<file path="src/rtl/proc_param_pkg.sv">
// proc_param_pkg: opcodes, step encodings and bus selects for the multicycle processor
package proc_param_pkg;
  localparam logic [2:0] OP_MV   = 3'd0;
  localparam logic [2:0] OP_MVI  = 3'd1;
  localparam logic [2:0] OP_ADD  = 3'd2;
  localparam logic [2:0] OP_SUB  = 3'd3;
  localparam logic [2:0] OP_AND  = 3'd4;
  localparam logic [2:0] OP_MVNZ = 3'd5;
  typedef enum logic [1:0] {T0, T1, T2, T3} step_t;
  typedef enum logic [3:0] {
    SEL_R0, SEL_R1, SEL_R2, SEL_R3, SEL_R4, SEL_R5, SEL_R6, SEL_R7,
    SEL_DIN, SEL_G, SEL_NONE
  } sel_t;
endpackage

</file>
<file path="src/rtl/proc_param_regn.sv">
// regn: W-bit register with load enable and asynchronous active-low clear
module regn #(
  parameter int W = 16
) (
  input  logic         clk,
  input  logic         rst_n,
  input  logic         en,
  input  logic [W-1:0] d,
  output logic [W-1:0] q
);
  always_ff @(posedge clk or negedge rst_n)
    if (!rst_n) q <= '0;
    else if (en) q <= d;
endmodule

</file>
<file path="src/rtl/proc_param.sv">
// proc_param: parametrised multicycle processor with shared bus, 8 GPRs, A/G and zero flag
module proc_param
  import proc_param_pkg::*;
#(
  parameter int           W        = 16,
  parameter logic [W-1:0] ZERO_BUS = '0
) (
  input  logic         Clock,
  input  logic         Resetn,
  input  logic         Run,
  input  logic [W-1:0] DIN,
  output logic         Done,
  output logic [W-1:0] Bus,
  output logic         Zflag
);
  step_t step, step_nxt;
  sel_t sel;
  logic [8:0] ir;
  logic [2:0] op, rx, ry;
  logic z, wr, a_en, g_en;
  logic [7:0] r_en;
  logic [W-1:0] r [8];
  logic [W-1:0] a, g, alu;
  assign {op, rx, ry} = ir;
  assign r_en = {7'b0, wr} << rx;
  assign alu = op == OP_ADD ? a + Bus : op == OP_SUB ? a - Bus : a & Bus;
  assign Bus = sel == SEL_DIN ? DIN : sel == SEL_G ? g : sel == SEL_NONE ? ZERO_BUS : r[sel[2:0]];
  assign Zflag = z;
  for (genvar i = 0; i < 8; i++) begin : g_r
    regn #(.W(W)) u_r (.clk(Clock), .rst_n(Resetn), .en(r_en[i]), .d(Bus), .q(r[i]));
  end
  regn #(.W(W)) u_a (.clk(Clock), .rst_n(Resetn), .en(a_en), .d(Bus), .q(a));
  regn #(.W(W)) u_g (.clk(Clock), .rst_n(Resetn), .en(g_en), .d(alu), .q(g));
  always_ff @(posedge Clock or negedge Resetn)
    if (!Resetn) begin
      step <= T0;
      ir   <= '0;
      z    <= 1'b0;
    end else begin
      step <= step_nxt;
      if (step == T0 && Run) ir <= DIN[8:0];
      if (g_en) z <= alu == '0;
    end
  // T2 is only reachable by ALU ops, so it needs no opcode decode
  always_comb begin
    sel      = SEL_NONE;
    wr       = 1'b0;
    a_en     = 1'b0;
    g_en     = 1'b0;
    Done     = 1'b0;
    step_nxt = step;
    case (step)
      T0: step_nxt = Run ? T1 : T0;
      T1:
        case (op)
          OP_MV: begin
            sel  = sel_t'({1'b0, ry});
            wr   = 1'b1;
            Done = 1'b1;
          end
          OP_MVI: begin
            sel  = SEL_DIN;
            wr   = 1'b1;
            Done = 1'b1;
          end
          OP_MVNZ: begin
            sel  = sel_t'({1'b0, ry});
            wr   = !z;
            Done = 1'b1;
          end
          OP_ADD, OP_SUB, OP_AND: begin
            sel      = sel_t'({1'b0, rx});
            a_en     = 1'b1;
            step_nxt = T2;
          end
          default: Done = 1'b1;
        endcase
      T2: begin
        sel      = sel_t'({1'b0, ry});
        g_en     = 1'b1;
        step_nxt = T3;
      end
      T3: begin
        sel  = SEL_G;
        wr   = 1'b1;
        Done = 1'b1;
      end
    endcase
    if (Done) step_nxt = T0;
  end
endmodule
</file>
<file path="config.mk">
export PLATFORM = sky130hd
export DESIGN_NAME = proc_param
export DESIGN_NICKNAME = d
export VERILOG_FILES = /design/src/rtl/proc_param_pkg.sv /design/src/rtl/proc_param_regn.sv /design/src/rtl/proc_param.sv
export SDC_FILE = /design/constraint.sdc
export NUM_CORES = 1
export LEC_CHECK = 0
export CORE_AREA = 2 2 144 146
export CTS_CLUSTER_DIAMETER = 120
export CTS_CLUSTER_SIZE = 24
export DETAILED_ROUTE_END_ITERATION = 10
export DIE_AREA = 0 0 146 148
export PLACE_DENSITY = 0.67
export SYNTH_ARGS = -nofsm -noshare
export SYNTH_HDL_FRONTEND = slang
export SYNTH_SLANG_ARGS = --single-unit
</file>
<file path="constraint.sdc">
create_clock -name Clock -period 6.2 [get_ports Clock]
set_input_delay 1.24 -clock Clock [delete_from_list [all_inputs] [get_ports Clock]]
set_output_delay 1.24 -clock Clock [all_outputs]
set_load 0.02 [all_outputs]
</file>
After elaboration in Yosys (flattened, before gate mapping)
Index checks and enable logic that the tools add are counted.
- logic and storage cells: 62
- input bits: 19
- flip-flop bits (word level): 172
- output and inout bits: 18
- equal/unequal tests: 12
- bitwise operators: 2
- shift operators: 1
- mux-type cells: 21
- $add $sub $neg: 2
- magnitude comparators: 1
- reduce and logical (&&, ||, !) cells: 10
- operators with widths (operator ; count):
    $mux 16 ; 7
    $bmux 16 s3 ; 1
    $pmux 4 s3 ; 2
    $add 16x16->16 ; 1
    $and 16x16->16 ; 1
    $logic_not 16->1 ; 1
    $sub 16x16->16 ; 1
    $eq 4x4->1 const B ; 3
    $shl 1x3->8 ; 1
    $eq 3x2->1 const B ; 2
    $eq 3x3->1 const B ; 2
    $pmux 1 s2 ; 3
    $pmux 2 s3 ; 1
    $mux 1 ; 5
    $eq 2x2->1 const B ; 2
    $ge 4x4->1 const B ; 1
    $mux 2 ; 2
    $not 3->4 ; 1
    $reduce_bool 4->1 ; 1
    $reduce_or 2->1 ; 2
    $eq 3x1->1 const B ; 1
    $logic_not 3->1 ; 1
    $ne 3x3->1 const B ; 1
    $reduce_or 3->1 ; 1
    other kinds (5) ; 5

Depth between registers and ports, before layout
- word-level depth: 15
- depth in mapped cells: 25
- gate-level depth less buffers: 22

By module
A second synthesis with hierarchy kept.
- cell total of the unflattened synthesis: 813
- area, all modules: 10304.9 um^2
- modules (own cells, without submodules) (module ; sequential area each (um^2) ; instances ; cells an instance ; area an instance (um^2)):
    regn ; 400.4 ; 10 ; 34 ; 649.4
    proc_param ; 300.3 ; 1 ; 473 ; 3811.2

Worst setup path after synthesis
No wires, ideal clock.
- path kind: flip-flop to flip-flop
- start: reg step[0]
- end: reg z (netlist: Zflag)
- setup time: 0.103 ns
- arrival: 5.383 ns
- path buffers: 2
- path slack: 0.713 ns
- stages on the path, launching flop included: 24
- period minus slack after synthesis: 5.487 ns
- required time: 6.097 ns
- cells stage by stage: dfrtp_1 > inv_1 > ha_1 > clkbuf_1 > a21o_1 > a21oi_2 > nand2_1 > clkbuf_1 > mux2_2 > o211ai_1 > a21oi_2 > o22ai_4 > inv_1 > ha_1 > fa_1 > or2_1 > a211oi_2 > o21ai_1 > a21oi_1 > or3_1 > a31oi_1 > or4_1 > or4_1 > o41ai_2
- cells in the longest elaborated chain, start to end: 13
- elaborated cells on any way between the ends: 21
- classes of those cells: add/sub (2); eq/ne (6); mux (10); bitwise (2); reduce/logical (1)
- ends and longest elaborated chain (item ; line ; source):
    from (decl) ; proc_param.sv:16 ; step_t step, step_nxt;
    from (signal assigned) ; proc_param.sv:40 ; step <= step_nxt;
    $eq 2x2->1 or $eq 2x1->1 (tied branches) ; proc_param.sv:52 ; case (step)
    $pmux 4 s3 (*) ; proc_param.sv:52 ;
    $not 3->4 (implied by the code) ; proc_param.sv:27 ; assign Bus = sel == SEL_DIN ? DIN : sel == SEL_G ? g : sel == SEL_NONE ? ZERO_BUS : r[sel[2:0]];
    $bmux 16 s3 ; proc_param.sv:27 ;
    $mux 16 (implied by the code) (2 in series) ; proc_param.sv:27 ;
    $mux 16 (2 in series) ; proc_param.sv:27 ;
    $mux 16 (*) ; proc_param.sv:27 ;
    named net Bus[0] ; proc_param.sv:13 ; output logic [W-1:0] Bus,
    $sub 16x16->16 or $and 16x16->16 (tied branches) ; proc_param.sv:26 ; assign alu = op == OP_ADD ? a + Bus : op == OP_SUB ? a - Bus : a & Bus;
    $mux 16 ; proc_param.sv:26 ;
    $mux 16 (*) ; proc_param.sv:26 ;
    $logic_not 16->1 (*) ; proc_param.sv:42 ; if (g_en) z <= alu == '0;
    to (signal assigned) ; proc_param.sv:38 ; z <= 1'b0;
    to (signal assigned) ; proc_param.sv:42 ;
    to (decl) ; proc_param.sv:20 ; logic z, wr, a_en, g_en;
Mark *: on every way through the listed nets, which the timed path passes. The rest lies on a longest branch. The select of a mux whose other input is x is not followed.
A chain may end at the register's enable or synchronous reset.

Final worst setup path
- start: reg step[1]
- end: reg z (netlist: Zflag)
- cells in the longest elaborated chain, start to end: 13
- elaborated cells on any way between the ends: 21
- classes of those cells: add/sub (2); eq/ne (6); mux (10); bitwise (2); reduce/logical (1)
- ends and longest elaborated chain (item ; line):
    $eq 2x2->1 or $eq 2x1->1 (tied branches) ; proc_param.sv:52
    $pmux 4 s3 ; proc_param.sv:52
    $not 3->4 (implied by the code) ; proc_param.sv:27
    $bmux 16 s3 ; proc_param.sv:27
    $mux 16 (implied by the code) (2 in series) ; proc_param.sv:27
    $mux 16 (3 in series) ; proc_param.sv:27
    $sub 16x16->16 or $and 16x16->16 (tied branches) ; proc_param.sv:26
    $mux 16 (2 in series) ; proc_param.sv:26
    $logic_not 16->1 ; proc_param.sv:42
Several ways; a longest one is shown, not always the timed one. The select of a mux whose other input is x is not followed.

==> impl_metrics.csv <==
group,metric,value,unit
status,outcome,"completed",
die,initial_core_utilization,0.492,
sta,fmax,173,MHz
clock_network,clkTransAtPathRegs,0.07,ns
yosys,synthDominantAreaCellType,"sky130_fd_sc_hd__dfrtp_1",
detailed_routing,via_count,8056,
clock_network,tritoncts_clock_tree,"done",
detailed_routing,detail_route.vias_per_cell,5.83,
detailed_routing,drc_errors,0,
die,dieWidth,146,um
clock_network,cts.sink_count,172,
sta,hold_viol_final,0,
place,pre_cts_slack,0.344,ns
yosys,yosys_most_used_dff,"sky130_fd_sc_hd__dfrtp_1",
critical_path,end_kind,"flip-flop",
place,io_buffer_count,36,
critical_path,worst_r2r_dst,"Zflag",
yosys,postSynthRegisterBits,172,
clock_network,ctsHtreeMaxLevel,4,
grt,first_global_vias,7880,
finish,areaGrowthSynthToFinish,11.5,%
finish,number_of_diodes,0,
yosys,synth_top_family_by_area,"compound AO/OA/AOI/OAI gates",
min_path,hold_path.startpoint,"g_r[7].u_r.q[9]",
finish,finish.cell_count_without_fillers,1382,
yosys,post_synth_xor_area_fraction,0.0115,
sta,worstMarginPinSlew,1.28,ns
min_path,hold-path-cell-count,2,
place,place.detailed.hpwl,17500,um
yosys,synth_commonest_cells,"202 x sky130_fd_sc_hd__nand2_1, 172 x sky130_fd_sc_hd__dfrtp_1, 89 x sky130_fd_sc_hd__o21ai_1",
critical_path,path_class,"flip-flop to flip-flop",
yosys,yosysMostFrequentCell,"sky130_fd_sc_hd__nand2_1",
sta,maxSlewViolCount,0,
sta,setup-violations-final,0,
clock_network,root_buffer,"sky130_fd_sc_hd__clkbuf_16",
finish,nets,1156,
place,gp_congestion,0.911,
grt,grt_first_pass_wirelength,43000,um
yosys,synth_edf_count,0,
yosys,ys_async_sr_fraction,1.00,
yosys,post_synth.cell_area_avg,8.95,sq um
yosys,muxShareOfSynthArea,0.0439,
clock_network,cts_post_setup_buffers_inserted,0,
yosys,synth_area_leaders,"sky130_fd_sc_hd__dfrtp_1 44%, sky130_fd_sc_hd__nand2_1 7.7%, sky130_fd_sc_hd__ha_1 4.6%, sky130_fd_sc_hd__o21ai_1 4.5%, sky130_fd_sc_hd__o21ai_0 4.4%",
detailed_routing,post_drt_wl_per_cell,18.9,um
sta,tns,0,ns
yosys,synth_nets,1159,
grt,grt_antenna_before_repair,0,
critical_path,crit_fanout,11,
critical_path,setup.worst_path.start_class,"flip-flop",
min_path,hold_path_class,"flip-flop to flip-flop",
place,area_after_detailed_placement,10400,sq um
finish,post-route-cell-area,11000,sq um
yosys,post_synth_fa_ha_maj_area_fraction,0.0497,
yosys,synthesized_area_fraction_occupied_by_ao_oa_aoi_and_oai_cells,0.240,
critical_path,worst_r2r_setup_slack,0.42,ns
sta,finClkSkew,0.00889,ns
sta,final_worst_slack,0.419,ns
job,drv.max_cap_violation_count,0,
clock_network,hold_bufs_at_cts,0,
yosys,post_synthesis_share_of_cell_area_spent_on_and_or_nand_and_nor_gates,0.160,
die,die_area,21600,sq um
detailed_routing,detail-route-antenna-nets,0,
yosys,library_cells_used_by_synthesis,78,
yosys,synth_cells,1102,
detailed_routing,detailedRoute.firstIterationViolations,532,
clock_network,max-clock-path-buffers,2,
yosys,ys.warnings.count,0,
yosys,synth-seq-area-share,0.436,
critical_path,critPathRequiredTime,6.53,ns
finish,post_route_cells_drive_above_1_share,0.129,
yosys,post-synth-top-area-fraction,0.436,
die,core_region_area,20000,sq um
critical_path,regToRegStartpoint,"step[1]",
detailed_routing,number_of_search_and_repair_iterations_in_the_first_detailed_routing_pass,5,
min_path,min_delay_worst_endpoint,"g_r[7].u_r.q[9]",
die,top_level_ports,37,
die,dieHeight,148,um
grt,pin_count_of_the_biggest_net_entering_global_routing,76,
yosys,netlist_area,9870,sq um
sta,final.period_utilization,0.932,
clock_network,clk_latency,0.44,ns
clock_network,postCtsResizedCells,0,
sta,min_period,5.78,ns
grt,global_route.usage.total,0.252,
grt,grt_overflow_total,0,
clock_network,numCtsBuffers,17,
critical_path,crit_arrival,6.11,ns
detailed_routing,routed_wl,26200,um
finish,fillers,1901,
place,dpl.cell_count,1350,
sta,slew-limit-headroom,0.147,
critical_path,r2r.worst_path.cells,21,
sta,rsz_0062_raised_after_global_routing,"false",
die,num_rows,52,
==> state kept, by name, indices dropped and copies added (netlist names) <==
signal and cells:
u_a.q 16, u_g.q 16, step 2, g_r.u_r.q 128
Zflag 1, ir 9
==> kinds of logic (layout without fill, tap and decap cells) <==
logic type	after synthesis	count (layout)
AO/OA/AOI/OAI	364	364
multiplexers	39	39
flip-flops	172	172
adder cells (fa/ha/maj)	38	38
AND/OR/NAND/NOR	351	351
buffers and inverters	125	135
XOR/XNOR	13	13
==> metal layers <==
layer | share of wire | global-route usage | wire (um)
met1 | 0.47 | 0.355 | 12300
met2 | 0.45 | 0.399 | 11800
met3 | 0.059 | 0.0435 | 1560
met5 | 0 | 0 | 0
met4 | 0.021 | 0.0782 | 557
==> through the flow <==
step           hold slack (ns)   util
2_1_floorplan            0.442      -
4_1_cts                  0.480  0.546
3_3_place_gp             0.455  0.519
5_1_grt                  0.503  0.549
6_report                 0.477  0.549
3_5_place_dp             0.464  0.519
==> cell type report <==
type / count / area (sq um) / area share
Clock buffer: 17 / 425 / 0.0387
Clock inverter: 15 / 131 / 0.0119
Tap cell: 270 / 338 / 0.0307
Sequential cell: 172 / 4300 / 0.391
Inverter: 35 / 131 / 0.0119
Multi-Input combinational cell: 805 / 5040 / 0.458
Timing Repair Buffer: 68 / 631 / 0.0573
==> worst max-delay path, stage by stage (launching register included) <==
cell,delay [ns]
sky130_fd_sc_hd__dfrtp_1,0.40
sky130_fd_sc_hd__inv_1,0.08
sky130_fd_sc_hd__ha_2,0.22
sky130_fd_sc_hd__nor2b_1,0.15
sky130_fd_sc_hd__a21o_1,0.23
sky130_fd_sc_hd__a21oi_2,0.19
sky130_fd_sc_hd__nand2_2,0.13
sky130_fd_sc_hd__a211o_2,0.36
sky130_fd_sc_hd__or2b_2,0.47
sky130_fd_sc_hd__o22ai_4,0.24
sky130_fd_sc_hd__inv_1,0.10
sky130_fd_sc_hd__ha_1,0.23
sky130_fd_sc_hd__fa_1,0.43
sky130_fd_sc_hd__or2_1,0.26
sky130_fd_sc_hd__a211oi_2,0.31
sky130_fd_sc_hd__o21ai_1,0.11
sky130_fd_sc_hd__a21oi_1,0.19
sky130_fd_sc_hd__or3_1,0.13
sky130_fd_sc_hd__a31oi_1,0.10
sky130_fd_sc_hd__or4_1,0.61
sky130_fd_sc_hd__or4_1,0.52
sky130_fd_sc_hd__o41ai_2,0.20
==> how the worst max path moves through the flow <==
| stage | to | slack [ns] | startpoint |
|---|---|---|---|
| 3_3_place_gp | Zflag | 0.40 | step[1] |
| 3_5_place_dp | Zflag | 0.34 | step[1] |
| 4_1_cts | Zflag | 0.30 | step[1] |
| 2_1_floorplan | Zflag | 0.71 | step[0] |
| 5_1_grt | Zflag | 0.04 | ir[8] |
| 6_report | Zflag | 0.42 | step[1] |
==> placed cells by master, fill, tap and decap left out, types with 4 or more instances in the layout <==
| cell type | synthesis | routed |
|---|---|---|
| sky130_fd_sc_hd__a21o_1 | 19 | 19 |
| sky130_fd_sc_hd__inv_1 | 32 | 32 |
| sky130_fd_sc_hd__o22ai_2 | 8 | 6 |
| sky130_fd_sc_hd__o22ai_4 | 2 | 6 |
| sky130_fd_sc_hd__mux2_2 | 34 | 34 |
| sky130_fd_sc_hd__a21oi_1 | 45 | 45 |
| sky130_fd_sc_hd__o21ai_1 | 89 | 88 |
| sky130_fd_sc_hd__clkinvlp_4 | 0 | 4 |
| sky130_fd_sc_hd__o21ai_0 | 87 | 87 |
| sky130_fd_sc_hd__dfrtp_1 | 172 | 172 |
| sky130_fd_sc_hd__or3_1 | 6 | 6 |
| sky130_fd_sc_hd__clkdlybuf4s50_1 | 0 | 35 |
| sky130_fd_sc_hd__mux2i_1 | 5 | 5 |
| sky130_fd_sc_hd__or4_1 | 5 | 5 |
| sky130_fd_sc_hd__o21a_1 | 5 | 5 |
| sky130_fd_sc_hd__o31ai_1 | 5 | 5 |
| sky130_fd_sc_hd__ha_1 | 36 | 35 |
| sky130_fd_sc_hd__nand2b_1 | 8 | 8 |
| sky130_fd_sc_hd__a211oi_1 | 21 | 21 |
| sky130_fd_sc_hd__nor2b_1 | 6 | 6 |
| sky130_fd_sc_hd__nand3_1 | 40 | 40 |
| sky130_fd_sc_hd__clkbuf_16 | 0 | 17 |
| sky130_fd_sc_hd__nand2_1 | 202 | 201 |
| sky130_fd_sc_hd__buf_4 | 13 | 29 |
| sky130_fd_sc_hd__o211ai_1 | 19 | 19 |
| sky130_fd_sc_hd__nor3_1 | 9 | 9 |
| sky130_fd_sc_hd__o22ai_1 | 6 | 4 |
| sky130_fd_sc_hd__inv_6 | 0 | 6 |
| sky130_fd_sc_hd__nor2_1 | 34 | 34 |
| sky130_fd_sc_hd__xnor2_1 | 8 | 8 |
| sky130_fd_sc_hd__o21ai_2 | 6 | 7 |
| sky130_fd_sc_hd__and3_1 | 19 | 19 |
| sky130_fd_sc_hd__a311o_1 | 16 | 16 |
| sky130_fd_sc_hd__xor2_1 | 5 | 5 |
Power is left out: the tool's default activity adds up to more than one toggle a clock period on the data nets, which glitch-free logic cannot reach.
==> RTL edit (config.mk and constraints unchanged) <==
`W` is set to 16 in 2 places; all go to 14.
--- a/src/rtl/proc_param_regn.sv
+++ b/src/rtl/proc_param_regn.sv
@@ -2,3 +2,3 @@
 module regn #(
-  parameter int W = 16
+  parameter int W = 14
 ) (
--- a/src/rtl/proc_param.sv
+++ b/src/rtl/proc_param.sv
@@ -4,3 +4,3 @@
 #(
-  parameter int           W        = 16,
+  parameter int           W        = 14,
   parameter logic [W-1:0] ZERO_BUS = '0
Ports: changed (resized Bus and DIN); port bits go from 37 to 33. No check against the original RTL was run, so the function may have changed too.
==> RTL edit against the original RTL <==
Setup slack improved by 91 ps. Clock skew rose by 5.2 ps. Count of clock-buffer cells in the layout stayed put. Die area did not move. Largest cell class unchanged. Area after synthesis is 8.0% lower. Critical path depth decreased by 1. Sequential cell count decreased by 20. Non-clock buffer count decreased by 17. Highest routed layer unchanged. Fmax up 1.6%. Final area is 7.2% lower. Wire length is 13% lower.
Power is left out: the tool's default activity adds up to more than one toggle a clock period on the data nets, which glitch-free logic cannot reach.
==> RTL edit: results (changes against the original RTL) <==
* Commonest cells in the netlist: 165 x nand2_1, 152 x dfrtp_1, 91 x o21ai_0
* Count of input and output buffers at 32 (-11%)
* DR pass1 iterations at 5 (unchanged)
* R2R depth at 20 (-4.8%)
* Worst Hold Class: flop to flop
* PostCTS Resize Cnt at 0 (unchanged)
* Ys flop type: dfrtp_1
* GRT Total Usage at 22.03% (-3.1 points)
* Filler instances at 1858 (-2.3%)
* Largest buffer count on any clock path at 2 (unchanged)
* First-pass GRT wire length at 37430 µm (-13%)
* CTS Buf Count at 17 (unchanged)
* Inserted Diodes at 0 (unchanged)
* HPWL after DPL at 16300 µm (-7.1%)
* Hold Path Depth at 2 (unchanged)
* Dpl ws at 597.1 ps (+253.0 ps)
* Nets@finish at 992 (-14%)
* Worst Clk Skew at 14.13 ps (+5.246 ps)
* Clk slew on worst S/H paths at 70 ps (about the same)
* Postcts setup bufs at 0 (unchanged)
* Clock root buffer: clkbuf_16
* Layout cells sized above 1 at 14.88% (+2.0 points)
* Number of antenna violations at the first check in global routing at 0 (unchanged)
* Worst Path Arrival at 6040 ps (-70 ps)
* Largest net degree at the start of global routing at 101 (+33%)
* Syn. warnings at 0 (unchanged)
* Vias in the first global route at 6948 (-12%)
* Async SR Flop Fraction at 100.0% (unchanged)
* Status: finished, final reports clean
* Slew of the pin with the lowest slew margin at 1039 ps (-241.0 ps)
* Netlist cell types at 78 (unchanged)
* Worst-Skew Late Latency at 430 ps
* Via Count at 6956 (-14%)
* Biggest regs: g_r.u_r.q: 112 flops, u_a.q: 14 flops, u_g.q: 14 flops
* Avg WL per Cell at 18.58 µm (-1.9%)
* Instance area after placement at 9608 µm² (-7.5%)
* H-tree Lvls at 4 (unchanged)
* Register area share after synthesis at 41.91% (-1.7 points)
* Gp weighted congestion at 0.9301 (+2.1%)
* Net Count, Synth at 977 (-16%)
* Multi-input logic area at 4852 µm² (-3.7%)
* Crit-path max FO at 17 (+6)
* Top post-synthesis cells by area: dfrtp_1 42%, nand2_1 6.8%, mux4_2 6.2%
* DRT iter0 DRCs at 585 (+10%)
RTL edit: cell count changes in the layout (fill, tap and decap cells not counted), moves of 13 or more:
cell / unedited run / this run
mux2_2: 34 / 21
mux4_2: 0 / 25
and3_1: 19 / 4
a31oi_1: 2 / 20
a21oi_1: 45 / 17
nand2_1: 201 / 165
a211oi_1: 21 / 8
a21o_1: 19 / 5
nand3_1: 40 / 12
a311o_1: 16 / 1
dfrtp_1: 172 / 152
o21ai_1: 88 / 52
RTL edit: final timing paths:
| check | end | slack, ps | startpoint |
|---|---|---|---|
| setup reg to reg | Zflag | 510 | step[1] |
| max in group asynchronous | g_r[4].u_r.q[12] | 4010 | Resetn |
| min in group asynchronous | g_r[5].u_r.q[11] | 910 | Resetn |
| setup / recovery | Zflag | 510 | step[1] |
| hold / removal | g_r[4].u_r.q[13] | 480 | g_r[4].u_r.q[13] |
| hold reg to reg | g_r[4].u_r.q[13] | 480 | g_r[4].u_r.q[13] |
RTL edit: through the flow:
step,std cells,hold WS [ps]
after floorplan,926,443.4
after global placement,1192,458.6
after detailed placement,1192,467.8
after CTS,1224,483.0
after global routing,1224,493.3
final,1224,477.7
RTL edit: worst max-delay path, stage by stage, from the launching register on:
cell       delay [ps]
dfrtp_1           410
inv_1              90
ha_1              280
nor2b_1           210
a21o_1            260
a21oi_2           120
nand2_1           440
buf_4             410
a211o_1           490
o21a_1            190
a21o_1            260
inv_2             190
ha_1              240
nor2_1            140
a211oi_1           90
o311ai_0          650
a211oi_1          160
nor4bb_1          400
nor3b_1           260
o2111ai_1         140
o21ai_0           180
RTL edit: area by class of cell:
class / count / area share (%)
repair buffers: 51 / 4.546
well taps: 270 / 3.308
clock buffers: 17 / 4.166
multi-input cells: 679 / 47.52
inverters: 40 / 1.470
clock inverters: 15 / 1.740
flip-flops and latches: 152 / 37.25
RTL edit: routing by layer:
layer / GRT usage [%] / wire (µm) / vias up / share of wire (%)
li1: - / - / 3380 / -
met1: 30.03 / 10550 / 3367 / 46
met3: 4.228 / 951 / 26 / 4.2
met2: 35.78 / 10810 / 183 / 48
met5: 0 / 0 / - / 0
met4: 7.136 / 427 / 0 / 1.9
RTL edit: cells by family after synthesis:
family	share of synthesized area (%)
AND/OR/NAND/NOR	15.50
XOR/XNOR	0.7585
multiplexers	10.30
flip-flops	41.91
adder cells (fa/ha/maj)	4.853
buffers and inverters	4.619
AO/OA/AOI/OAI	22.06
